File: config.mk
export PLATFORM = sky130hd
export DESIGN_NAME = gcd_issuer
export DESIGN_NICKNAME = d
export VERILOG_FILES = /design/src/rtl/gcd_pkg.sv /design/src/rtl/gcd_issuer.sv
export SDC_FILE = /design/constraint.sdc
export NUM_CORES = 1
export LEC_CHECK = 0
export ABC_AREA = 1
export ABC_CLOCK_PERIOD_IN_PS = 1500
export CAP_MARGIN = 20
export CORE_MARGIN = 2
export CORE_UTILIZATION = 24
export DETAILED_ROUTE_END_ITERATION = 8
export PLACE_DENSITY = 0.45
export REMOVE_ABC_BUFFERS = 1
export SYNTH_ARGS = -nofsm -noshare
export SYNTH_HDL_FRONTEND = slang
export SYNTH_SLANG_ARGS = --single-unit
File: constraint.sdc
create_clock -name clk -period 1.5 [get_ports clk]
set_input_delay 0.225 -clock clk [delete_from_list [all_inputs] [get_ports clk]]
set_output_delay 0.225 -clock clk [all_outputs]
set_load 0.005 [all_outputs]
File: src/rtl/gcd_pkg.sv
// Shared types for the GCD issuer: FSM state encoding and default watchdog limit.
package gcd_pkg;

  typedef enum logic [1:0] {
    IDLE  = 2'd0,
    ISSUE = 2'd1,
    WAIT  = 2'd2,
    HOLD  = 2'd3
  } state_t;

  localparam int TIMEOUT_DEF = 1024;

endpackage

File: src/rtl/gcd_issuer.sv
// Initiator front end for the GCD core: one pair in flight, launch to core, watchdog, result hold.
// Latency: accept->core_start 1 cycle, done->out_valid 1 cycle, bypass 1 cycle; in_ready low until out handshake.
module gcd_issuer
  import gcd_pkg::*;
#(
  parameter int op_sz   = 8,
  parameter int TIMEOUT = TIMEOUT_DEF,
  parameter int CNT_W   = 11
) (
  input  logic             clk,
  input  logic             rst,
  input  logic             in_valid,
  output logic             in_ready,
  input  logic [op_sz-1:0] in_a,
  input  logic [op_sz-1:0] in_b,
  output logic [op_sz-1:0] core_a,
  output logic [op_sz-1:0] core_b,
  output logic             core_start,
  input  logic [op_sz-1:0] core_res,
  input  logic             core_done,
  output logic             out_valid,
  input  logic             out_ready,
  output logic [op_sz-1:0] out_gcd,
  output logic [op_sz-1:0] out_a,
  output logic [op_sz-1:0] out_b,
  output logic             out_err,
  output logic             busy
);

  localparam logic [CNT_W-1:0] WD_LAST = CNT_W'(TIMEOUT - 1);

  state_t            state, state_nxt;
  logic [op_sz-1:0]  op_a, op_b;
  logic [op_sz-1:0]  res_q;
  logic              err_q;
  logic              start_q, valid_q;
  logic [CNT_W-1:0]  wd;

  logic              ld_op, ld_res, wd_clr, wd_inc, err_nxt;
  logic [op_sz-1:0]  res_nxt;

  always_ff @(posedge clk or negedge rst) begin
    if (!rst) begin
      state <= IDLE;
    end else begin
      state <= state_nxt;
    end
  end

  always_comb begin
    state_nxt = state;
    ld_op     = 1'b0;
    ld_res    = 1'b0;
    res_nxt   = '0;
    err_nxt   = 1'b0;
    wd_clr    = 1'b0;
    wd_inc    = 1'b0;
    case (state)
      IDLE: begin
        if (in_valid) begin
          ld_op = 1'b1;
          // Any zero operand is answered locally; the core only sees nonzero pairs.
          if (in_a == '0 && in_b == '0) begin
            ld_res    = 1'b1;
            err_nxt   = 1'b1;
            state_nxt = HOLD;
          end else if (in_a == '0) begin
            ld_res    = 1'b1;
            res_nxt   = in_b;
            state_nxt = HOLD;
          end else if (in_b == '0) begin
            ld_res    = 1'b1;
            res_nxt   = in_a;
            state_nxt = HOLD;
          end else begin
            state_nxt = ISSUE;
          end
        end
      end
      ISSUE: begin
        wd_clr    = 1'b1;
        state_nxt = WAIT;
      end
      WAIT: begin
        // done takes priority over an expiring watchdog in the same cycle
        if (core_done) begin
          ld_res    = 1'b1;
          res_nxt   = core_res;
          state_nxt = HOLD;
        end else if (wd == WD_LAST) begin
          ld_res    = 1'b1;
          err_nxt   = 1'b1;
          state_nxt = HOLD;
        end else begin
          wd_inc = 1'b1;
        end
      end
      HOLD: begin
        if (out_ready) begin
          state_nxt = IDLE;
        end
      end
      default: state_nxt = IDLE;
    endcase
  end

  always_ff @(posedge clk or negedge rst) begin
    if (!rst) begin
      op_a    <= '0;
      op_b    <= '0;
      res_q   <= '0;
      err_q   <= 1'b0;
      start_q <= 1'b0;
      valid_q <= 1'b0;
      wd      <= '0;
    end else begin
      if (ld_op) begin
        op_a <= in_a;
        op_b <= in_b;
      end
      if (ld_res) begin
        res_q <= res_nxt;
        err_q <= err_nxt;
      end
      if (wd_clr) begin
        wd <= '0;
      end else if (wd_inc) begin
        wd <= wd + 1'b1;
      end
      start_q <= (state_nxt == ISSUE);
      valid_q <= (state_nxt == HOLD);
    end
  end

  assign in_ready   = (state == IDLE);
  assign busy       = (state != IDLE);
  assign core_a     = op_a;
  assign core_b     = op_b;
  assign core_start = start_q;
  assign out_valid  = valid_q;
  assign out_gcd    = res_q;
  assign out_a      = op_a;
  assign out_b      = op_b;
  assign out_err    = err_q;

endmodule

==> summary.txt, run 1 <==
RSZ-0062 raised after global routing - yes
Clock latency on the worst-skew pair - 0.30 ns
Synth Warn # - 0
Initial drt markers - 68
Cell Area, Synth - 2190 µm²
Largest family of logic cells by synthesized area - simple AND/OR/NAND/NOR gates
CTS HTree Levels - 2
Gr ovfl total - 0
Gate Count Post-Synth - 275
Netlist cell types - 25
DRC viols - 0
Final Max Slew Viols - 0
HPWL after detailed placement - 4730 µm
Synthesized area per cell - 7.98 µm²
Area Growth Syn to Fin - 48.3%
Site Rows - 34
Vias - 2022
Via/cell ratio - 4.25
Seq/Total Area, Yosys - 45.6%
R2r startpoint - wd[1]$_DFFE_PN0P_
Rel. slew slack - 78.6%
Critical path's top delay family - buffers and inverters
R2R setup slack - 0.13 ns
Commonest non-fill, non-tap cell in the layout - nand2_1
Compound-Gate Fraction of Synth Area - 7.82%
Die Ht - 99.6 µm
# clock sinks - 40
Largest net degree at the start of global routing - 27
Layout fillers - 920
Placeable Area - 8810 µm²
F_max - 697 MHz
Area of the multi-input gates - 922 µm²
I/O pin cnt - 74
CTS root buffer - clkbuf_8
First-pass GRT wire length - 10400 µm
Most frequent cells in the layout - nand2_1, clkdlybuf4s50_1, dfrtp_1, nand3_1, buf_4
TritonCTS clock tree - done
Total track usage - 13.2%
Chip Width - 99.6 µm
Total power - 5.05 mW
CTS buffer count - 5
Starting Density - 24.9%
Required time of the critical path - 1.27 ns
XOR/XNOR share of the synthesized area - 0.799%
Synth Area in Simple Gates - 32.7%
Initial antenna violation count - 0
Tcrit/Tclk final - 95.7%
Post-layout min period - 1.43 ns
Number of synthesized flops with an enable pin - 0
Worst hold path type - in -> async
Peak VDD IR - 0.506 mV
Worst-path clk slew - 0.08 ns
Main synth FF type - dfrtp_1
Reg2reg path depth - 8
Critical path startpoint category - flop
Pwr Density - 1550 nW/µm²
Critical Path Slowest Stage Cell - clkdlybuf4s50_1
Setup CP Type - reg -> out
Setup WS pre-CTS - -0.143 ns
Number of global-route vias before repair - 2124
Port bufs - 73
Register bit total from synthesis - 40
Proportion of synthesized area in mux cells - 0%
Layout cells sized above 1 - 16.6%
Worst Path Arrival - 1.21 ns
CP max stage delay - 0.52 ns
Die footprint - 9920 µm²
Design area - 3250 µm²
Post-DRT Antenna Nets - 0
Status - completed
Buf+Inv Stages, Crit Path - 1
CP Depth - 1
Fin. Hold Viols - 0
Placed cell area - 3100 µm²
Total area of sequential cells - 1000 µm²
GPL Wtd Cong - 0.859
Pre-Repair DR Iteration Count - 5
Leak Pwr - 1.50 nW
Max-cap viol count - 0
Clock Tree Buf Depth - 2
Setup TNS - 0 ns
Slew at the pin closest to its max-slew limit - 0.321 ns
Crit-path cells - clkdlybuf4s50_1
Adder-Cell Fraction of Synth Area - 0.570%
Final WL - 6100 µm
Post-DR wirelength/cell - 12.8 µm
ANT cells - 0
R2R Path End - wd[9]$_DFFE_PN0P_
Worst Path Max Fanout - 2
# nets final - 397
Clock skew - 0.00929 ns
Setup ws final - 0.0652 ns
Async set or reset register ratio after synthesis - 100%
Setup-failing EPs final - 0
Crit end category - output pin
## Yosys cell counts (3+ instances only)
master   instances  share of area (%)
nor2_1          20                3.4
nand2_1         71                 12
o21ai_0         18                4.1
inv_1           28                4.8
nor2_4           3                1.5
nand2_2          4                1.1
nand3_1         36                8.2
o21ai_1         13                3.0
dfrtp_1         40                 46
buf_4           17                5.8
nand4_1          3               0.86
nand2_4          5                2.6
## layer usage
layer | GRT usage (%) | part of all wire [%] | vias to the layer above
met5 | 0 | 0 | -
met4 | 2.85 | 0.79 | 0
met3 | 4.36 | 6.7 | 6
met2 | 21.0 | 46 | 56
met1 | 17.6 | 46 | 912
li1 | - | - | 1048
## cell families after synthesis
group,Yosys count
AO/OA/AOI/OAI,33
buffers and inverters,51
AND/OR/NAND/NOR,148
XOR/XNOR,2
flip-flops,40
adder cells (fa/ha/maj),1
## worst min-delay path, cell delays in order
cell           delay [ns]
dlygate4sd3_1        0.53
buf_2                0.11
buf_4                0.24
## worst max-delay path by stage
stage / from / to / slack (ns)
after floorplan: wd[0]$_DFFE_PN0P_ / core_start$_DFF_PN0_ / 0.14
after global placement: in_a[0] / out_gcd[4]$_DFFE_PN0P_ / -0.12
after detailed placement: in_a[5] / out_gcd[5]$_DFFE_PN0P_ / -0.14
after CTS: core_b[0]$_DFFE_PN0P_ / core_b[0] / 0.04
after global routing: wd[1]$_DFFE_PN0P_ / wd[4]$_DFFE_PN0P_ / -0.02
final: out_gcd[0]$_DFFE_PN0P_ / out_gcd[0] / 0.07
## repair_timing
item	4_1_cts	5_1_grt
hold buffers	1	0
setup buffers	2	3
setup endpoints to repair	2	24
endpoints found under the hold margin	40	0
gates resized for setup	3	1
pin swaps	1	0
## state kept, by name (all words and copies together) (netlist names)
signal,count
state,2
core_a,8
core_start,1
core_b,8
wd,11
out_gcd,8
out_err,1
out_valid,1
## power breakdown
| group | internal, mW | total, mW | switching (mW) |
|---|---|---|---|
| clock network | 0.495 | 0.902 | 0.408 |
| logic | 1.41 | 2.41 | 0.997 |
| registers | 1.46 | 1.74 | 0.282 |
## through the flow
stage          hold WS (ns)  util [%]  instances
2_1_floorplan       -0.0706         -        254
3_3_place_gp          0.206      35.2        462
3_5_place_dp          0.210      35.2        462
4_1_cts               0.459      36.7        473
5_1_grt               0.473      36.9        476
6_report              0.437      36.9        476
## final cells by class
cell class,count,share of cell area [%]
multi-input combinational,184,28.3
sequential,40,30.8
clock buffer,6,2.23
inverter,30,3.46
timing repair buffer,106,29.9
clock inverter,2,1.08
tap,108,4.15
Power figures use the tool's default switching activity.
==> inputs of run 2 (changes only) <==
Settings changed: CAP_MARGIN 20 to default.
==> results of run 2 <==
No change in the layout: final DEF, timing and power equal those of run 1.
